<file path="config.mk">
export PLATFORM = sky130hd
export DESIGN_NAME = div_unit_flat
export DESIGN_NICKNAME = d
export VERILOG_FILES = /design/src/rtl/div_if.sv /design/src/rtl/div_unit.sv /design/src/flat_wrapper.sv
export SDC_FILE = /design/constraint.sdc
export NUM_CORES = 1
export LEC_CHECK = 0
export CAP_MARGIN = 20
export CORE_MARGIN = 5
export CORE_UTILIZATION = 30
export DETAILED_ROUTE_END_ITERATION = 12
export HOLD_SLACK_MARGIN = 0.03
export PLACE_DENSITY = 0.53
export SKIP_CTS_REPAIR_TIMING = 1
export SKIP_LAST_GASP = 1
export SLEW_MARGIN = 30
export SYNTH_ARGS = -nofsm -noshare
export SYNTH_HDL_FRONTEND = slang
export SYNTH_SLANG_ARGS = --single-unit
</file>
<file path="constraint.sdc">
create_clock -name clk -period 5.65 [get_ports clk]
set_input_delay 0.8475 -clock clk [delete_from_list [all_inputs] [get_ports clk]]
set_output_delay 0.8475 -clock clk [all_outputs]
set_load 0.005 [all_outputs]
</file>
<file path="src/rtl/div_if.sv">
// div_if: EX-stage <-> divider connection.
// Signals: start/signed_div/opdata1/opdata2/annul go from EX to the divider,
// and result/ready/ex_stall come back.
// Optional macro DIV_ZERO_FLAG_EN adds the div_zero flag.
//
// Handshake: EX raises start with the operands and keeps start high until it
// samples ready=1. The divider holds result/ready steady for as long as start
// stays high after completion. A cycle with start=0 returns the divider to idle.
// annul aborts a request that has not completed yet.
interface div_if #(
   parameter int DATA_W = 32
) ();
   logic                  start;
   logic                  signed_div;
   logic [DATA_W-1:0]     opdata1;
   logic [DATA_W-1:0]     opdata2;
   logic                  annul;
   logic [2*DATA_W-1:0]   result;
   logic                  ready;
   logic                  ex_stall;
`ifdef DIV_ZERO_FLAG_EN
   logic                  div_zero;

   modport master (
      output start, signed_div, opdata1, opdata2, annul,
      input  result, ready, ex_stall, div_zero
   );

   modport slave (
      input  start, signed_div, opdata1, opdata2, annul,
      output result, ready, ex_stall, div_zero
   );
`else
   modport master (
      output start, signed_div, opdata1, opdata2, annul,
      input  result, ready, ex_stall
   );

   modport slave (
      input  start, signed_div, opdata1, opdata2, annul,
      output result, ready, ex_stall
   );
`endif
endinterface

</file>
<file path="src/rtl/div_unit.sv">
// div_unit: multi-cycle radix-2 restoring divider for DIV/DIVU.
// The divider holds the EX stall request while a division is in flight.
// It returns {remainder, quotient}.
// Optional macro DIV_ZERO_FLAG_EN adds a div_zero flag, which is raised with
// ready when the divisor was zero.
// dbg_state exposes the FSM state with this encoding:
// 0=FREE, 1=BYZERO, 2=ON, 3=END.
module div_unit #(
   parameter int DATA_W = 32
) (
   input  logic        clk,
   input  logic        rst,
   div_if.slave        bus,
   output logic [1:0]  dbg_state
);

   localparam int CNT_W = $clog2(DATA_W) + 1;

   typedef enum logic [1:0] {
      S_FREE   = 2'd0,
      S_BYZERO = 2'd1,
      S_ON     = 2'd2,
      S_END    = 2'd3
   } state_t;

   state_t                state_q, state_d;
   logic [CNT_W-1:0]      cnt_q, cnt_d;
   // {partial remainder (W+1 bits), dividend/quotient (W bits)}
   logic [2*DATA_W:0]     dividend_q, dividend_d;
   logic [DATA_W-1:0]     divisor_q, divisor_d;
   logic                  neg_quo_q, neg_quo_d;
   logic                  neg_rem_q, neg_rem_d;
   logic [2*DATA_W-1:0]   result_q, result_d;
   logic                  ready_q, ready_d;
`ifdef DIV_ZERO_FLAG_EN
   logic                  zero_q, zero_d;
`endif

   logic [DATA_W+1:0]     shifted;
   logic [DATA_W+1:0]     diff;
   logic [2*DATA_W:0]     iter_val;
   logic [DATA_W-1:0]     quo_raw, rem_raw, quo_fix, rem_fix;
   logic [DATA_W-1:0]     abs1, abs2;

   // One restoring step: shift left, trial-subtract, keep or restore.
   // Compute the sign-corrected outputs of the step as well.
   always_comb begin
      shifted = dividend_q[2*DATA_W:DATA_W-1];
      diff    = shifted - {2'b00, divisor_q};
      if (!diff[DATA_W+1]) begin
         iter_val = {diff[DATA_W:0], dividend_q[DATA_W-2:0], 1'b1};
      end else begin
         iter_val = {shifted[DATA_W:0], dividend_q[DATA_W-2:0], 1'b0};
      end
      quo_raw = iter_val[DATA_W-1:0];
      rem_raw = iter_val[2*DATA_W-1:DATA_W];
      quo_fix = neg_quo_q ? (~quo_raw + 1'b1) : quo_raw;
      rem_fix = neg_rem_q ? (~rem_raw + 1'b1) : rem_raw;
   end

   // Take operand magnitudes for DIV. The magnitude of the most negative value
   // wraps to the same bit pattern, which is correct when treated as unsigned.
   always_comb begin
      abs1 = (bus.signed_div && bus.opdata1[DATA_W-1]) ? (~bus.opdata1 + 1'b1) : bus.opdata1;
      abs2 = (bus.signed_div && bus.opdata2[DATA_W-1]) ? (~bus.opdata2 + 1'b1) : bus.opdata2;
   end

   // Next-state logic for the FSM and all datapath registers.
   always_comb begin
      state_d    = state_q;
      cnt_d      = cnt_q;
      dividend_d = dividend_q;
      divisor_d  = divisor_q;
      neg_quo_d  = neg_quo_q;
      neg_rem_d  = neg_rem_q;
      result_d   = result_q;
      ready_d    = ready_q;
`ifdef DIV_ZERO_FLAG_EN
      zero_d     = zero_q;
`endif
      case (state_q)
         S_FREE: begin
            ready_d = 1'b0;
            if (bus.start && !bus.annul) begin
               if (bus.opdata2 == '0) begin
                  state_d = S_BYZERO;
               end else begin
                  state_d    = S_ON;
                  dividend_d = {{(DATA_W+1){1'b0}}, abs1};
                  divisor_d  = abs2;
                  neg_quo_d  = bus.signed_div & (bus.opdata1[DATA_W-1] ^ bus.opdata2[DATA_W-1]);
                  neg_rem_d  = bus.signed_div & bus.opdata1[DATA_W-1];
                  cnt_d      = '0;
               end
            end
         end
         S_BYZERO: begin
            if (bus.annul) begin
               state_d = S_FREE;
            end else begin
               state_d  = S_END;
               result_d = '0;
               ready_d  = 1'b1;
`ifdef DIV_ZERO_FLAG_EN
               zero_d   = 1'b1;
`endif
            end
         end
         S_ON: begin
            if (bus.annul) begin
               state_d = S_FREE;
            end else begin
               dividend_d = iter_val;
               cnt_d      = cnt_q + 1'b1;
               if (cnt_q == CNT_W'(DATA_W - 1)) begin
                  state_d  = S_END;
                  result_d = {rem_fix, quo_fix};
                  ready_d  = 1'b1;
               end
            end
         end
         S_END: begin
            ready_d = 1'b1;
            if (!bus.start) begin
               state_d = S_FREE;
               ready_d = 1'b0;
`ifdef DIV_ZERO_FLAG_EN
               zero_d  = 1'b0;
`endif
            end
         end
         default: state_d = S_FREE;
      endcase
   end

   // State and datapath registers, cleared asynchronously.
   always_ff @(posedge clk or posedge rst) begin
      if (rst) begin
         state_q    <= S_FREE;
         cnt_q      <= '0;
         dividend_q <= '0;
         divisor_q  <= '0;
         neg_quo_q  <= 1'b0;
         neg_rem_q  <= 1'b0;
         result_q   <= '0;
         ready_q    <= 1'b0;
`ifdef DIV_ZERO_FLAG_EN
         zero_q     <= 1'b0;
`endif
      end else begin
         state_q    <= state_d;
         cnt_q      <= cnt_d;
         dividend_q <= dividend_d;
         divisor_q  <= divisor_d;
         neg_quo_q  <= neg_quo_d;
         neg_rem_q  <= neg_rem_d;
         result_q   <= result_d;
         ready_q    <= ready_d;
`ifdef DIV_ZERO_FLAG_EN
         zero_q     <= zero_d;
`endif
      end
   end

   // The stall request is combinational, so annul drops it in the same cycle.
   assign bus.ex_stall = bus.start & ~bus.annul & (state_q != S_END);
   assign bus.result   = result_q;
   assign bus.ready    = ready_q;
`ifdef DIV_ZERO_FLAG_EN
   assign bus.div_zero = zero_q;
`endif
   assign dbg_state    = state_q;

endmodule
</file>
<file path="src/flat_wrapper.sv">
// flat-port wrapper written by rule: the top's interface ports become plain ports
module div_unit_flat 
#(
   parameter int DATA_W = 32
)
  (clk, rst, dbg_state, bus_start, bus_signed_div, bus_opdata1, bus_opdata2, bus_annul, bus_result, bus_ready, bus_ex_stall);
  div_if #(.DATA_W(DATA_W)) bus_i ();
  input  logic clk;
  input  logic rst;
  output logic [1:0] dbg_state;
  input wire logic [$bits(bus_i.start)-1:0] bus_start;
  input wire logic [$bits(bus_i.signed_div)-1:0] bus_signed_div;
  input wire logic [$bits(bus_i.opdata1)-1:0] bus_opdata1;
  input wire logic [$bits(bus_i.opdata2)-1:0] bus_opdata2;
  input wire logic [$bits(bus_i.annul)-1:0] bus_annul;
  output wire logic [$bits(bus_i.result)-1:0] bus_result;
  output wire logic [$bits(bus_i.ready)-1:0] bus_ready;
  output wire logic [$bits(bus_i.ex_stall)-1:0] bus_ex_stall;
  assign bus_i.start = bus_start;
  assign bus_i.signed_div = bus_signed_div;
  assign bus_i.opdata1 = bus_opdata1;
  assign bus_i.opdata2 = bus_opdata2;
  assign bus_i.annul = bus_annul;
  assign bus_result = bus_i.result;
  assign bus_ready = bus_i.ready;
  assign bus_ex_stall = bus_i.ex_stall;
  div_unit #(.DATA_W(DATA_W)) u_core (.clk(clk), .rst(rst), .bus(bus_i), .dbg_state(dbg_state));
endmodule
</file>
==> results.md, run 1 <==
* Synth Area in Simple Gates at 0.198
* Largest family of logic cells by synthesized area: compound AO/OA/AOI/OAI gates
* Type of origin of the critical path: register
* Clk pin slew, worst setup/hold paths at ~0.080 ns
* Flop pwr share at 0.209
* Combinational fraction of design power at 0.673
* Leakage at between 6 and 7 nW
* Pwr dens at about 680 nW/um^2
* Synth async-reset ratio at 1.00
* Max FO, Critical Path at 7
* ANT nets after route at 0
* Gpl congestion at 0.898
* Die Area at around 46000 sq um
* Ant diodes at 0
* Final std cells w/o fill at 2193
* CTS tree: done
* Root buf cell: clkbuf_16
* PortBufs at roughly 140
* RSZ-0062 raised after global routing: yes
* Count of flip-flops with a built-in enable after synthesis at 0
* Initial DRC count at approximately 900
* Placed Area at 14500 sq um
* Dominant cell type by area after synthesis: dfrtp_1
* Largest cells by area after synthesis: dfrtp_1 (35%), nand2_1 (7.8%), o21ai_0 (7.4%)
* CTS Sinks at 172
* Clock power frac at 0.118
* Hold/Removal Path Class: reg2reg
* Setup-failing EPs final at 0
* Final #Nets at 1762
* Fin crit period at between 5 and 6 ns
* CTS H-Tree Depth at 4
* Slowest stage delay, CP at around 0.68 ns
* Syn_area_per_cell at between 8 and 9 sq um
* Synth warn at 0
* Cell mode on critical path: ha_1
* Core area at approximately 40000 sq um
* Final hold vios at 0
* Synth Area in Adders at 0.0438
* DRC viols at 0
* Routed vias/inst at between 5 and 6
* Placed cells at between 2000 and 2500
* Post-synth top area share at 0.346
* Pin count of the biggest net entering global routing at 83
* WP data required at roughly 6 ns
* Mapped Cells at between 1500 and 2000
* Power Total at between 0.01 and 0.015 W
* Arrival time worst endpoint at 5.72 ns
* Commonest cells after routing, fill and taps aside: nand2_1 (258), o21ai_0 (183), dfrtp_1 (172), clkdlybuf4s50_1 (136), a21oi_1 (95)
* Place WS at 0.170 ns
* Slowest CP cell: or4b_2
* Slew HR at 0.451
* Synth unique cells at 88
* Ratio of cells with drive above 1 in the final layout at 0.0686
* Post-route clock period utilization at 0.946
* Crit-path cells: ha_1 -> nand3_1 -> and2_2 -> a2111oi_4 -> o31ai_2 -> a31oi_2 -> nor2_4 -> inv_2 -> nor2_1 -> a21oi_1 -> ha_1 -> inv_1 -> nor4_1 -> or4b_2 -> a2111oi_2 -> a31oi_1 -> a211oi_2 -> a41oi_1 -> xnor2_1 -> o21ai_0
* Tot GR Track Use at 0.183
* Internal power at ~0.0050 W
* Vias at around 12000
* Commonest non-fill, non-tap cell in the layout: nand2_1
* Crit path capture type: register
* Fin. max-slew vios at 0
* Setup Skew at roughly 0.016 ns
* Grt ovf at 0
* Fmax at ~190 MHz
* Cell Area, Synth at roughly 12000 sq um
* Wirelength per Cell at approximately 19 um
* Longest Clk Path Bufs at 2
* Compound-cell area share of the yosys netlist at 0.236
* Rows at 74
* Worst-Margin Slew at 0.813 ns
* Die height at 214 um
* Cell area after layout at between 15000 and 20000 sq um
* Worst setup margin at 0.307 ns
* Area growth, synth to finish at 21.4%
* Mux contribution to synthesized area at 0.0294
* P_sw at between 0.005 and 0.006 W
* Most used flip-flop cell after synthesis: dfrtp_1
* Die X at 214 um
* DP Wirelength at ~32 mm
* DRT Wirelength at 42.1 mm
* Worst-Skew Late Latency at ~0.45 ns
* Initial Util at 0.304
* Net Sw Frac at 0.510
* XOR/XNOR share of the synthesized area at 0.0985
* I/O pins at 137
* Peak VDD IR at 0.375 mV
* Synth Net Count at 1653
* Global-route wire length before repair at about 66 mm
* Setup CP Type: reg2reg
* Sequential area share after synthesis at 0.346
* #FFs+latches synth at ~170
* Initial antenna violation count at 2
* TritonCTS buffer count at 17
* Status: finished, final reports clean
* Max Cap Viol at 0
* Setup TNS at 0 ns
* Vias in the first global route at between 10000 and 15000
* Router iterations before antenna repair at 5
power by group through the flow:
stage | clock network [W] | registers [W] | logic, W
3_3_place_gp | 0 | 0.00216 | 0.00674
2_1_floorplan | 0 | 0.00202 | 0.00464
5_1_grt | 0.00128 | 0.00219 | 0.00756
4_1_cts | 0.00124 | 0.00215 | 0.00678
3_5_place_dp | 0 | 0.00217 | 0.00675
6_report | 0.00121 | 0.00213 | 0.00687
critical path: cells and delay by family, from the launching register on:
family                     cells  cell delay [ns]
adders and majority gates      2             0.69
and+or+nand+nor                6             1.48
buffers and inverters          2             0.18
AOI/OAI and AO/OA              9             2.30
xor gates and xnor gates       1             0.16
DFF                            1             0.43
metal layers:
layer | vias up | global-route usage | share of wire
met5 | - | 0 | 0.00029
met4 | 2 | 0.0581 | 0.028
met3 | 60 | 0.0290 | 0.042
met2 | 289 | 0.295 | 0.47
met1 | 5657 | 0.253 | 0.46
li1 | 5694 | - | -
synthesized netlist by cell type, drive strengths merged (6+ instances only):
cell    count
dfrtp     172
nand4      11
o31a        6
clkbuf     62
a21oi     100
xor2       76
inv        60
and3       13
nand2     259
nor4       13
nor2       96
o21ai     191
a31oi      17
or3        16
xnor2      64
a21o       12
nor3       30
a211oi      9
mux2i      32
o41ai      16
ha         42
nand3      29
and2       12
o31ai      57
nand2b     13
o211ai      9
buf        24
or4        13
area by class of cell:
cell class,instances,area (sq um)
Multi-Input combinational cell,1222,7640
Tap cell,532,666
Sequential cell,172,4300
Timing Repair Buffer,176,1690
Clock inverter,11,134
Inverter,61,234
Clock buffer,19,443
Fill cell,4275,25800
cells by family (layout without fill, tap and decap cells):
group           after synthesis  in the layout
flops                       172            172
xor+xnor                    140            140
simple gates                533            533
compound gates              470            470
buf+inv                     147            267
fa+ha+maj                    43             43
mux                          36             36
per-stage QoR:
| step | util | hold WS [ns] |
|---|---|---|
| 4_1_cts | 0.368 | 0.486 |
| 3_5_place_dp | 0.354 | 0.472 |
| 5_1_grt | 0.369 | 0.509 |
| 2_1_floorplan | - | 0.464 |
| 6_report | 0.369 | 0.481 |
| 3_3_place_gp | 0.354 | 0.463 |
sequential cells by signal, indices dropped and copies added (netlist names):
| register | flops |
|---|---|
| u_core.dividend_q | 65 |
| u_core.bus.result | 64 |
| u_core.divisor_q | 32 |
| u_core.cnt_q | 6 |
| u_core.dbg_state | 2 |
| u_core.bus.ready | 1 |
| u_core.neg_quo_q | 1 |
| u_core.neg_rem_q | 1 |
path summary, 6_finish.rpt:
| check | slack (ns) | start | depth (start not counted) | to |
|---|---|---|---|---|
| worst min-delay path | 0.48 | u_core.bus.result[0] | 2 | u_core.bus.result[0] |
| worst max-delay path | 0.31 | u_core.dividend_q[35] | 20 | u_core.bus.result[62] |
| worst max register to register | 0.31 | u_core.dividend_q[35] | 20 | u_core.bus.result[62] |
| max in group asynchronous | 3.53 | rst | 3 | u_core.bus.result[49] |
| min in group asynchronous | 0.94 | rst | 2 | u_core.bus.result[28] |
| worst min register to register | 0.48 | u_core.bus.result[0] | 2 | u_core.bus.result[0] |
Power figures use the tool's default switching activity.
==> inputs of run 2 (changes only) <==
--- a/constraint.sdc
+++ b/constraint.sdc
@@ -3,2 +3,2 @@
 set_output_delay 0.8475 -clock clk [all_outputs]
-set_load 0.005 [all_outputs]
+set_load 0.02 [all_outputs]
==> results of run 2 <==
The final DEF is identical to that of run 1. Status: finished, final reports clean.
Main changes from that run: total power 0.0102 W -> 0.0104 W
